[config.mk]
export PLATFORM = sky130hd
export DESIGN_NAME = button_stepper
export DESIGN_NICKNAME = d
export VERILOG_FILES = /design/src/rtl/button_pkg.sv /design/src/rtl/btn_debounce.sv /design/src/rtl/button_stepper.sv
export SDC_FILE = /design/constraint.sdc
export NUM_CORES = 1
export LEC_CHECK = 0
export BUFFER_PORTS_ARGS = -buffer_cell sky130_fd_sc_hd__buf_4
export CORE_MARGIN = 1.5
export CORE_UTILIZATION = 59
export DETAILED_ROUTE_END_ITERATION = 8
export PLACE_DENSITY = 0.83
export SYNTH_ARGS = -nofsm -noshare
export SYNTH_HDL_FRONTEND = slang
export SYNTH_SLANG_ARGS = --single-unit
[constraint.sdc]
create_clock -name clk -period 3.02 [get_ports clk]
set_clock_uncertainty 0.15 [all_clocks]
set_input_delay 0.906 -clock clk [delete_from_list [all_inputs] [get_ports clk]]
set_output_delay 0.906 -clock clk [all_outputs]
set_load 0.02 [all_outputs]
[src/rtl/button_pkg.sv]
// Shared constants and width helper for the button stepper slice.
// Optional autorepeat is enabled with BUTTON_STEPPER_AUTOREPEAT_EN.
package button_pkg;

  localparam int MODE_SATURATE = 0;
  localparam int MODE_WRAP     = 1;

  // Bits needed to hold a count of 0..n-1, never less than one bit.
  function automatic int cnt_width(input int n);
    return (n <= 2) ? 1 : $clog2(n);
  endfunction

endpackage

[src/rtl/btn_debounce.sv]
// One button: 2-flop synchroniser, tick-based debounce, press pulse and,
// with BUTTON_STEPPER_AUTOREPEAT_EN defined, a hold-to-repeat counter.
module btn_debounce
  import button_pkg::*;
#(
  parameter int DEB_TICKS = 4
`ifdef BUTTON_STEPPER_AUTOREPEAT_EN
  ,
  parameter int REPEAT_DELAY = 125,
  parameter int REPEAT_RATE  = 25
`endif
) (
  input  logic clk,
  input  logic reset,
  input  logic tick,
  input  logic btn,
  output logic press
);

  localparam int DW = cnt_width(DEB_TICKS + 1);

  logic          sync1_q, sync2_q;
  logic [DW-1:0] cnt_q, cnt_d;
  logic          stable_q, stable_d;
  logic          stable_prev_q;
  logic          press_q, press_d;

  always_comb begin
    stable_d = stable_q;
    cnt_d    = cnt_q;
    if (tick) begin
      if (sync2_q == stable_q) begin
        cnt_d = '0;
      end else if (cnt_q == DW'(DEB_TICKS - 1)) begin
        stable_d = sync2_q;
        cnt_d    = '0;
      end else begin
        cnt_d = cnt_q + DW'(1);
      end
    end
  end

`ifdef BUTTON_STEPPER_AUTOREPEAT_EN
  localparam int REP_MAX = (REPEAT_DELAY > REPEAT_RATE) ? REPEAT_DELAY : REPEAT_RATE;
  localparam int RW      = cnt_width(REP_MAX + 1);

  logic [RW-1:0] rep_cnt_q, rep_cnt_d;
  logic          rep_phase_q, rep_phase_d;
  logic          rep_q, rep_d;

  // Phase 0 waits out the initial delay, phase 1 then fires at the repeat rate.
  always_comb begin
    rep_cnt_d   = rep_cnt_q;
    rep_phase_d = rep_phase_q;
    rep_d       = 1'b0;
    if (!stable_q) begin
      rep_cnt_d   = '0;
      rep_phase_d = 1'b0;
    end else if (tick) begin
      if (rep_cnt_q == (rep_phase_q ? RW'(REPEAT_RATE - 1) : RW'(REPEAT_DELAY - 1))) begin
        rep_d       = 1'b1;
        rep_cnt_d   = '0;
        rep_phase_d = 1'b1;
      end else begin
        rep_cnt_d = rep_cnt_q + RW'(1);
      end
    end
  end

  always_ff @(posedge clk or negedge reset) begin
    if (!reset) begin
      rep_cnt_q   <= '0;
      rep_phase_q <= 1'b0;
      rep_q       <= 1'b0;
    end else begin
      rep_cnt_q   <= rep_cnt_d;
      rep_phase_q <= rep_phase_d;
      rep_q       <= rep_d;
    end
  end

  assign press_d = (stable_q & ~stable_prev_q) | rep_q;
`else
  assign press_d = stable_q & ~stable_prev_q;
`endif

  always_ff @(posedge clk or negedge reset) begin
    if (!reset) begin
      sync1_q       <= 1'b0;
      sync2_q       <= 1'b0;
      cnt_q         <= '0;
      stable_q      <= 1'b0;
      stable_prev_q <= 1'b0;
      press_q       <= 1'b0;
    end else begin
      sync1_q       <= btn;
      sync2_q       <= sync1_q;
      cnt_q         <= cnt_d;
      stable_q      <= stable_d;
      stable_prev_q <= stable_q;
      press_q       <= press_d;
    end
  end

  assign press = press_q;

endmodule

[src/rtl/button_stepper.sv]
// Two debounced push-buttons step a bounded register (saturate or wrap).
// Define BUTTON_STEPPER_AUTOREPEAT_EN to add hold-to-repeat stepping.
module button_stepper
  import button_pkg::*;
#(
  parameter int WIDTH     = 8,
  parameter int DEFAULT   = 1,
  parameter int MIN       = 0,
  parameter int MAX       = 255,
  parameter int STEP      = 1,
  parameter int TICK_DIV  = 10000,
  parameter int DEB_TICKS = 4,
  parameter int WRAP      = 0
`ifdef BUTTON_STEPPER_AUTOREPEAT_EN
  ,
  parameter int REPEAT_DELAY = 125,
  parameter int REPEAT_RATE  = 25
`endif
) (
  input  logic             clk,
  input  logic             reset,
  input  logic             btn_up,
  input  logic             btn_dn,
  output logic [WIDTH-1:0] value,
  output logic             at_min,
  output logic             at_max,
  output logic             changed
);

  localparam int TW = cnt_width(TICK_DIV);

  localparam logic [WIDTH-1:0] MIN_V  = WIDTH'(MIN);
  localparam logic [WIDTH-1:0] MAX_V  = WIDTH'(MAX);
  localparam logic [WIDTH-1:0] DEF_V  = WIDTH'(DEFAULT);
  localparam logic [WIDTH:0]   MIN_X  = (WIDTH + 1)'(MIN);
  localparam logic [WIDTH:0]   MAX_X  = (WIDTH + 1)'(MAX);
  localparam logic [WIDTH:0]   STEP_X = (WIDTH + 1)'(STEP);

  logic [TW-1:0]    tick_cnt_q, tick_cnt_d;
  logic             tick;
  logic             up_ev, dn_ev;
  logic [WIDTH-1:0] value_q, value_d;
  logic             changed_q, changed_d;
  logic [WIDTH:0]   sum_x, diff_x;
  logic             below_min;

  assign tick       = (tick_cnt_q == TW'(TICK_DIV - 1));
  assign tick_cnt_d = tick ? '0 : tick_cnt_q + TW'(1);

`ifdef BUTTON_STEPPER_AUTOREPEAT_EN
  btn_debounce #(
    .DEB_TICKS   (DEB_TICKS),
    .REPEAT_DELAY(REPEAT_DELAY),
    .REPEAT_RATE (REPEAT_RATE)
  ) u_up (.clk(clk), .reset(reset), .tick(tick), .btn(btn_up), .press(up_ev));

  btn_debounce #(
    .DEB_TICKS   (DEB_TICKS),
    .REPEAT_DELAY(REPEAT_DELAY),
    .REPEAT_RATE (REPEAT_RATE)
  ) u_dn (.clk(clk), .reset(reset), .tick(tick), .btn(btn_dn), .press(dn_ev));
`else
  btn_debounce #(
    .DEB_TICKS(DEB_TICKS)
  ) u_up (.clk(clk), .reset(reset), .tick(tick), .btn(btn_up), .press(up_ev));

  btn_debounce #(
    .DEB_TICKS(DEB_TICKS)
  ) u_dn (.clk(clk), .reset(reset), .tick(tick), .btn(btn_dn), .press(dn_ev));
`endif

  // One extra bit keeps overflow and underflow visible before range checks.
  assign sum_x     = {1'b0, value_q} + STEP_X;
  assign diff_x    = {1'b0, value_q} - STEP_X;
  assign below_min = diff_x[WIDTH] || (diff_x < MIN_X);

  always_comb begin
    value_d   = value_q;
    changed_d = 1'b0;
    if (up_ev && !dn_ev) begin
      if (sum_x > MAX_X) begin
        if (WRAP == MODE_WRAP) begin
          value_d   = MIN_V;
          changed_d = 1'b1;
        end else if (value_q != MAX_V) begin
          value_d   = MAX_V;
          changed_d = 1'b1;
        end
      end else begin
        value_d   = sum_x[WIDTH-1:0];
        changed_d = 1'b1;
      end
    end else if (dn_ev && !up_ev) begin
      if (below_min) begin
        if (WRAP == MODE_WRAP) begin
          value_d   = MAX_V;
          changed_d = 1'b1;
        end else if (value_q != MIN_V) begin
          value_d   = MIN_V;
          changed_d = 1'b1;
        end
      end else begin
        value_d   = diff_x[WIDTH-1:0];
        changed_d = 1'b1;
      end
    end
  end

  always_ff @(posedge clk or negedge reset) begin
    if (!reset) begin
      tick_cnt_q <= '0;
      value_q    <= DEF_V;
      changed_q  <= 1'b0;
    end else begin
      tick_cnt_q <= tick_cnt_d;
      value_q    <= value_d;
      changed_q  <= changed_d;
    end
  end

  assign value   = value_q;
  assign at_min  = (value_q == MIN_V);
  assign at_max  = (value_q == MAX_V);
  assign changed = changed_q;

endmodule

==> qor.yml, run 1 <==
status: "complete, no violations"
fin_hold_ws_ns: 0.209
hold_class: "flip-flop to flip-flop"
crit_path_max_incr_delay_ns: 0.62
synth.distinct_cells: 50
ys.flop_type: "dfrtp_1"
dieArea_mm2: 0.00385
hold_end: "u_up.sync2_q"
diodes: 0
cts_resized: 0
syn_inst: 205
critical_path.cell_chain: "ha_1 > nand3_2 > nor3_2 > buf_4"
maxSlewViolCount: 0
critical_path_buf_inv_count: 1
crit_slowest_cell: "dfstp_2"
place_congestion: 0.923
rows: 21
worst_pin_slew_ns: 0.554
initialDrtViolationCount: 135
finalSetupViolCount: 0
crit_type: "flip-flop to output pin"
fmaxAchievable_mhz: 342
cp_max_fo: 8
die_w_um: 62.0
cap_violations: 0
instances_no_fill: 267
p_leak_nw: 1.04
finalInstanceArea_mm2: 0.00226
vias_per_cell: 5.75
finalSetupTns_ns: 0
final_common_cell: "dfrtp_1"
power.total_mw: 0.892
r2r_start: "value[0]"
pre_cts_slack_ns: 0.524
cts_hold_buffers: 0
dp.cells: 259
dp_hpwl_um: 2680
hp-start: "u_up.sync1_q"
cts_tree: "yes"
start_util: 0.616
antenna_found_initial: 0
grt_overflow: 0
peakVddDrop_mv: 0.346
cts_buffer_depth: 2
end_kind: "output pin"
clock_latency_ns: 0.36
critical-path-top-delay-family: "flip-flops"
r2r-end: "value[3]"
grt_pass1_vias: 1390
cts-htree-levels: 2
dr.pass1.iters: 4
layout_common_cells: "dfrtp_1 (38), nor2_1 (22), nand2_1 (18)"
critPathLaunchType: "flip-flop"
antenna_left: 0
worstRegToRegCells: 7
grt_pass1_wl_um: 6100
portBuffers: 14
slew-limit-headroom: 0.631
io_pins: 15
cts.clk_slew.worst_paths_ns: 0.13
drive_above_1_share: 0.158
synth.avg_cell_area_um2: 10.0
required_ns: 1.96
vias: 1534
wl_per_cell_um: 14.2
syn-cell-area_mm2: 0.00206
hold_depth: 0
grt_max_degree: 40
cts-root-buf: "clkbuf_4"
cp.arrival_ns: 1.87
place_area_mm2: 0.00218
post_cts_buffers: 0
layout.nets: 232
p_per_area_mw_per_mm2: 394
finalHoldViolations: 0
synthToLayoutAreaGrowth_pct: 10.0
grt_setup_unrepaired: "no"
period_needed_ns: 2.93
finalCritPeriodShare: 0.969
dieHeight_um: 62.0
synth_edf_count: 0
core_area_mm2: 0.00334
wl_um: 3800
drc: 0
layout_setup_ws_ns: 0.0942
synth_warnings: 0
ys_seq_area_frac: 0.475
final_core_util: 0.678
cts.sinks: 39
async_reset_ff_frac: 1.00
track_usage: 0.223
syn-num-nets: 217
ys_ff_latch: 39
rrSetupSlack_ns: 0.64
cts_buffers: 5
==> cells by family after synthesis <==
group           after synthesis  share of synthesized area
compound gates               44                      0.151
xor+xnor                     14                     0.0596
fa+ha+maj                     8                     0.0487
buf+inv                      17                     0.0420
flops                        39                      0.475
mux                           3                     0.0158
simple gates                 80                      0.208
==> metal layers <==
| metal | vias up | GRT usage | part of all wire |
|---|---|---|---|
| met5 | - | 0 | 0 |
| met4 | 0 | 0.0973 | 0.024 |
| met3 | 11 | 0.0600 | 0.047 |
| met2 | 43 | 0.359 | 0.47 |
| met1 | 728 | 0.283 | 0.45 |
| li1 | 752 | - | - |
==> state kept, by name, indices dropped and copies added (netlist names) <==
signal and flops:
u_dn.cnt_q 3, u_dn.sync2_q 1, u_up.stable_q 1, tick_cnt_q 14, u_dn.press 1, u_dn.stable_prev_q 1, u_up.sync1_q 1, u_up.press 1
changed 1, u_up.cnt_q 3, u_up.stable_prev_q 1, u_up.sync2_q 1, u_dn.sync1_q 1, u_dn.stable_q 1, value 8
==> worst max path at each step <==
stage	cells after the start	slack (ns)	end	startpoint
2_1_floorplan	3	0.57	at_max	value[0]
3_3_place_gp	4	0.56	at_max	value[0]
3_5_place_dp	4	0.52	at_max	value[0]
4_1_cts	4	0.11	at_max	value[0]
5_1_grt	4	0.02	at_max	value[0]
6_report	4	0.09	at_max	value[0]
==> cells in the mapped netlist, drive strengths merged (2+ instances only) <==
library cell / number / area [µm²]
o21ai: 11 / 55.1
o31ai: 4 / 35.0
a21o: 3 / 22.5
nor4b: 2 / 23.8
nor2: 22 / 82.6
mux2: 2 / 22.5
nand3: 13 / 70.1
a31oi: 4 / 31.3
xor2: 6 / 52.6
and3: 7 / 43.8
nand4: 2 / 12.5
inv: 9 / 33.8
nor3: 6 / 35.0
buf: 7 / 48.8
nor2b: 2 / 12.5
a22oi: 2 / 15.0
ha: 8 / 100
xnor2: 8 / 70.1
nor4: 2 / 27.5
and2: 2 / 12.5
a21oi: 9 / 45.0
dfrtp: 38 / 951
nand2: 18 / 67.6
==> power by group <==
part	total (mW)	switching, mW	internal (mW)
Clock	0.350	0.176	0.174
Combinational	0.0154	0.0115	0.00389
Sequential	0.526	0.00157	0.525
Total	0.892	0.189	0.703
==> cell type report <==
cell class	count	area, µm²
clock buffers	5	37.5
clock inverters	3	43.8
fillers	267	1070
inverters	9	33.8
multi-input cells	149	992
flip-flops and latches	39	977
well taps	46	57.6
repair buffers	16	120
No activity file was read; power rests on OpenSTA's default activity.
==> inputs of run 2 (changes only) <==
- ABC_AREA: unset -> 1
- CORE_UTILIZATION: 59 -> 60
- GPL_ROUTABILITY_DRIVEN: unset -> 0
- PLACE_DENSITY: 0.83 -> 0.84
==> run 2 against run 1 <==
Global-route usage rose by 1.2 points. Worst setup slack improved by 0.24 ns. Non-clock buffer count shrank 2. Via count up 17%. Largest power group unchanged. Largest cell class unchanged. Highest routed layer unchanged. Worst hold slack got worse by 0.0087 ns.
==> qor.yml, run 2 <==
finalCritPeriodShare: 0.889
dieHeight_um: 64.3
worstRegToRegCells: 9
cts.sinks: 39
synth.most_common_cell: "nand2_1"
ys_ff_latch: 39
crit_type: "flip-flop to output pin"
final_common_cell: "nand2_1"
diodes: 0
core_area_mm2: 0.00363
layout_setup_ws_ns: 0.335
wl_um: 4120
end_kind: "output pin"
layout_common_cells: "nand2_1 (58), inv_1 (44), dfrtp_1 (38)"
cts.clk_slew.worst_paths_ns: 0.07
yosysTopAreaCell: "dfrtp_1"
finalSetupTns_ns: 0
post_cts_buffers: 0
grt_max_degree: 40
grt_pass1_vias: 1704
antenna_left: 0
ys.flop_type: "dfrtp_1"
grt_overflow: 0
critical_path.cell_chain: "ha_1 > nand2_1 > inv_1 > nand2_4 > nor2_8 > buf_4"
final_core_util: 0.689
largest_reg_flops: 14
p_leak_nw: 1.40
finalSetupViolCount: 0
peakVddDrop_mv: 0.383
rows: 22
cp_max_fo: 6
cts-htree-levels: 2
track_usage: 0.236
yosys.area_share.xor_xnor: 0.0505
dp.cells: 336
fmaxAchievable_mhz: 372
grt_setup_unrepaired: "no"
wl_per_cell_um: 12.0
largest_register: "tick_cnt_q"
cts_buffer_depth: 2
synth_mux_area_frac: 0
synth_top_family_by_area: "simple AND/OR/NAND/NOR gates"
critPathLaunchType: "flip-flop"
slew-limit-headroom: 0.688
antenna_found_initial: 0
instances_no_fill: 344
clock_latency_ns: 0.29
cp.arrival_ns: 1.63
vias_per_cell: 5.22
maxSlewViolCount: 0
async_reset_ff_frac: 1.00
yosys.area_share.adder: 0.0499
drive_above_1_share: 0.155
yosysTopAreaCellShare: 0.422
syn_inst: 277
crit_path_max_incr_delay_ns: 0.56
ys_seq_area_frac: 0.433
syn-cell-area_mm2: 0.00226
worst_pin_slew_ns: 0.466
start_util: 0.621
synth_edf_count: 0
synthToLayoutAreaGrowth_pct: 11.0
synth_warnings: 0
dp_hpwl_um: 3070
hold_depth: 0
status: "complete, no violations"
drc: 0
pre_cts_slack_ns: 0.658
die_w_um: 64.3
synthSimpleGateAreaFrac: 0.291
initialDrtViolationCount: 108
hold_class: "flip-flop to flip-flop"
finalHoldViolations: 0
syn-num-nets: 290
grt_pass1_wl_um: 7450
synth.avg_cell_area_um2: 8.14
dr.pass1.iters: 4
portBuffers: 14
io_pins: 15
dieArea_mm2: 0.00414
synthTopCellsByCount: "nand2_1 (58), inv_1 (44), dfrtp_1 (38)"
vias: 1795
cap_violations: 0
synth_compound_area_frac: 0.0776
cts_hold_buffers: 0
cts_resized: 0
required_ns: 1.96
netlist_top_cells_area: "dfrtp_1 (42%), nand2_1 (9.7%), inv_1 (7.3%), nor2_1 (5.2%), ha_1 (5.0%)"
period_needed_ns: 2.69
cts-root-buf: "clkbuf_8"
p_per_area_mw_per_mm2: 393
cts_buffers: 5
layout.nets: 308
cts_tree: "yes"
crit_slowest_cell: "dfstp_2"
synth.distinct_cells: 35
run 2: area by class of cell:
cell class | instances | area [µm²]
Sequential cell | 39 | 977
Multi-Input combinational cell | 186 | 1060
Tap cell | 48 | 60.1
Inverter | 49 | 186
Clock buffer | 6 | 82.6
Fill cell | 296 | 1130
Timing Repair Buffer | 14 | 105
Clock inverter | 2 | 35.0
run 2: where the power goes:
group	internal [mW]	leakage (nW)	switching, mW
combinational	0.00317	0.825	0.0105
clock	0.267	0.0612	0.177
sequential	0.525	0.518	0.00134
run 2: stage by stage:
step | power, mW | hold slack, ns | cell area (µm²)
after global routing | 1.02 | 0.208 | 2500
final | 0.984 | 0.200 | 2500
after global placement | 0.551 | 0.183 | 2390
after CTS | 0.997 | 0.203 | 2500
after detailed placement | 0.551 | 0.186 | 2390
after floorplan | 0.537 | 0.181 | 2260
run 2: kinds of logic (layout without fill, tap and decap cells):
kind of cell,Yosys count,count (layout)
AOI/OAI and AO/OA,30,30
xor gates and xnor gates,13,13
adders and majority gates,9,9
buffers and inverters,52,71
DFF,39,39
and+or+nand+nor,134,134
run 2: path summary, 6_finish.rpt:
check / startpoint / endpoint / slack, ns
max in group asynchronous: reset / value[0] / 1.95
worst max-delay path: value[0] / at_max / 0.33
worst min register to register: u_up.sync1_q / u_up.sync2_q / 0.20
worst min-delay path: u_up.sync1_q / u_up.sync2_q / 0.20
worst max register to register: value[0] / value[0] / 0.95
min in group asynchronous: reset / tick_cnt_q[5] / 0.41
run 2: worst max-delay path: cells and delay by family, from the launching register on:
| kind | cells | cell delay [ns] |
|---|---|---|
| fa+ha+maj | 1 | 0.16 |
| buf+inv | 2 | 0.29 |
| flops | 1 | 0.56 |
| simple gates | 3 | 0.33 |
run 2: routing by layer:
layer	up-vias	track usage	part of all wire
met1	831	0.295	0.43
met4	0	0.109	0.030
met5	-	0	0
met3	14	0.0599	0.053
li1	897	-	-
met2	53	0.383	0.49
==> inputs of run 3 (changes only) <==
--- a/config.mk
+++ b/config.mk
@@ -14,2 +14,3 @@
 export PLACE_DENSITY = 0.84
+export SLEW_MARGIN = 15
 export SYNTH_ARGS = -nofsm -noshare
==> constraint.sdc (replaced) <==
create_clock -name clk -period 3.02 [get_ports clk]
set_clock_uncertainty 0.15 [all_clocks]
set_input_delay 0.151 -clock clk [delete_from_list [all_inputs] [get_ports clk]]
set_output_delay 0.151 -clock clk [all_outputs]
set_load 0.02 [all_outputs]
==> run 3 against run 2 <==
Sequential share of layout area shrank 0.39 points. Sequential power is essentially flat. Clock-buffer cell count fell by 1. Flip-flop and latch count is the same. Combinational power rose by 26%. Power down 1.1%. Worst setup slack gained 0.63 ns. Critical path depth rose by 3. Non-clock buffer count rose by 3. Worst hold slack is essentially flat. Cell area up 1.0%. Fmax increased by 31%. Largest power group unchanged. Highest routed layer unchanged.
==> qor.yml, run 3 (same netlist as run 2, synthesis figures left out) <==
status: "complete, no violations"
die_w_um: 64.3
wl_per_cell_um: 11.9
rrSetupSlack_ns: 0.97
grt_overflow: 0
cts.sinks: 39
crit_path_max_incr_delay_ns: 0.56
critPathLaunchType: "flip-flop"
p_per_area_mw_per_mm2: 385
initialDrtViolationCount: 77
cts_buffers: 5
crit_type: "flip-flop to flip-flop"
end_kind: "flip-flop"
cts_tree: "yes"
vias_per_cell: 5.13
hp-start: "u_up.sync1_q"
dieArea_mm2: 0.00414
dieHeight_um: 64.3
period_needed_ns: 2.05
critical_path_buf_inv_count: 3
largest_reg_flops: 14
finalSetupViolCount: 0
grt_pass1_vias: 1688
finalCritPeriodShare: 0.679
layout_common_cells: "nand2_1 (58), inv_1 (44), dfrtp_1 (38)"
cts.clk_slew.worst_paths_ns: 0.08
layout.nets: 311
antenna_left: 0
final_core_util: 0.696
startpoint: "value[0]"
cts-htree-levels: 2
drive_above_1_share: 0.154
worstRegToRegCells: 9
cp.arrival_ns: 2.13
grt_max_degree: 40
finalHoldViolations: 0
slew-limit-headroom: 0.678
fmaxAchievable_mhz: 487
critical-path-top-delay-family: "flip-flops"
finalSetupTns_ns: 0
antenna_found_initial: 0
hold_class: "flip-flop to flip-flop"
cp_max_fo: 11
crit_slowest_cell: "dfstp_2"
vias: 1781
cts_buffer_depth: 2
fill_cells: 304
peakVddDrop_mv: 0.287
critical_path.cell_chain: "inv_1 > ha_1 > nand2_1 > inv_1 > nand3_2 > nand3b_4 > inv_1 > nand3_1 > o21ai_1"
hold_depth: 0
grt_pass1_wl_um: 7240
rows: 22
r2r-end: "value[0]"
io_pins: 15
cts-root-buf: "clkbuf_8"
dr.pass1.iters: 4
required_ns: 3.10
crit_path_frequent_cell: "inv_1"
largest_register: "tick_cnt_q"
grt_setup_unrepaired: "no"
track_usage: 0.228
final_common_cell: "nand2_1"
portBuffers: 14
r2r_start: "value[0]"
worst_pin_slew_ns: 0.483
wl_um: 4130
hold_end: "u_up.sync2_q"
core_area_mm2: 0.00363
p_leak_nw: 1.41
drc: 0
diodes: 0
cap_violations: 0
clock_latency_ns: 0.29
dp_hpwl_um: 3030
start_util: 0.621
synthToLayoutAreaGrowth_pct: 12.1
maxSlewViolCount: 0
-- run 3: what timing repair did --
item                      CTS  global route
hold buffers                3             0
buffers inserted            0             0
hold endpoints to repair   40             0
gates resized for setup     0             0
-- run 3: layout make-up --
type / count / area (µm²) / share of cell area
clock buffers: 5 / 68.8 / 0.0272
clock inverters: 3 / 43.8 / 0.0173
inverters: 49 / 186 / 0.0737
multi-input cells: 186 / 1060 / 0.418
flip-flops and latches: 39 / 977 / 0.386
well taps: 48 / 60.1 / 0.0238
repair buffers: 17 / 135 / 0.0534
-- run 3: metrics by stage --
stage	cell area (µm²)	total power, mW	setup WS (ns)	hold slack [ns]	cells
2_1_floorplan	2260	0.537	1.14	-0.295	277
3_3_place_gp	2390	0.551	1.07	-0.00000883	336
3_5_place_dp	2390	0.551	1.01	-0.000968	336
4_1_cts	2530	0.987	0.981	0.204	347
5_1_grt	2530	1.01	0.804	0.210	347
6_report	2530	0.973	0.968	0.200	347
-- run 3: worst register-to-register path, cell delays in order, from the launching register on --
cell and delay [ns]:
dfstp_2 0.56, inv_1 0.14, ha_1 0.26, nand2_1 0.13, inv_1 0.09, nand3_2 0.09, nand3b_4 0.16, inv_1 0.21
nand3_1 0.09, o21ai_1 0.10
-- run 3: worst max-delay path by stage --
stage | end | slack (ns) | depth (start not counted)
after global routing | value[0] | 0.80 | 9
after CTS | value[0] | 0.98 | 9
final | value[0] | 0.97 | 9
after floorplan | value[5] | 1.14 | 9
after global placement | value[4] | 1.07 | 10
after detailed placement | value[0] | 1.01 | 9
-- run 3: power breakdown --
part | switching [mW] | internal, mW | total [mW] | leakage [nW]
combinational | 0.0114 | 0.00569 | 0.0171 | 0.838
clock | 0.185 | 0.246 | 0.431 | 0.0581
sequential | 0.00109 | 0.525 | 0.526 | 0.518
total | 0.197 | 0.776 | 0.973 | 1.41
-- run 3: routing by layer --
metal	GRT usage	share of wire	wire length, µm	vias to the layer above
met5	0	0	0	-
met4	0.0824	0.0051	21	0
met3	0.0634	0.041	169	2
met2	0.375	0.50	2070	40
met1	0.287	0.45	1870	828
li1	-	-	-	911
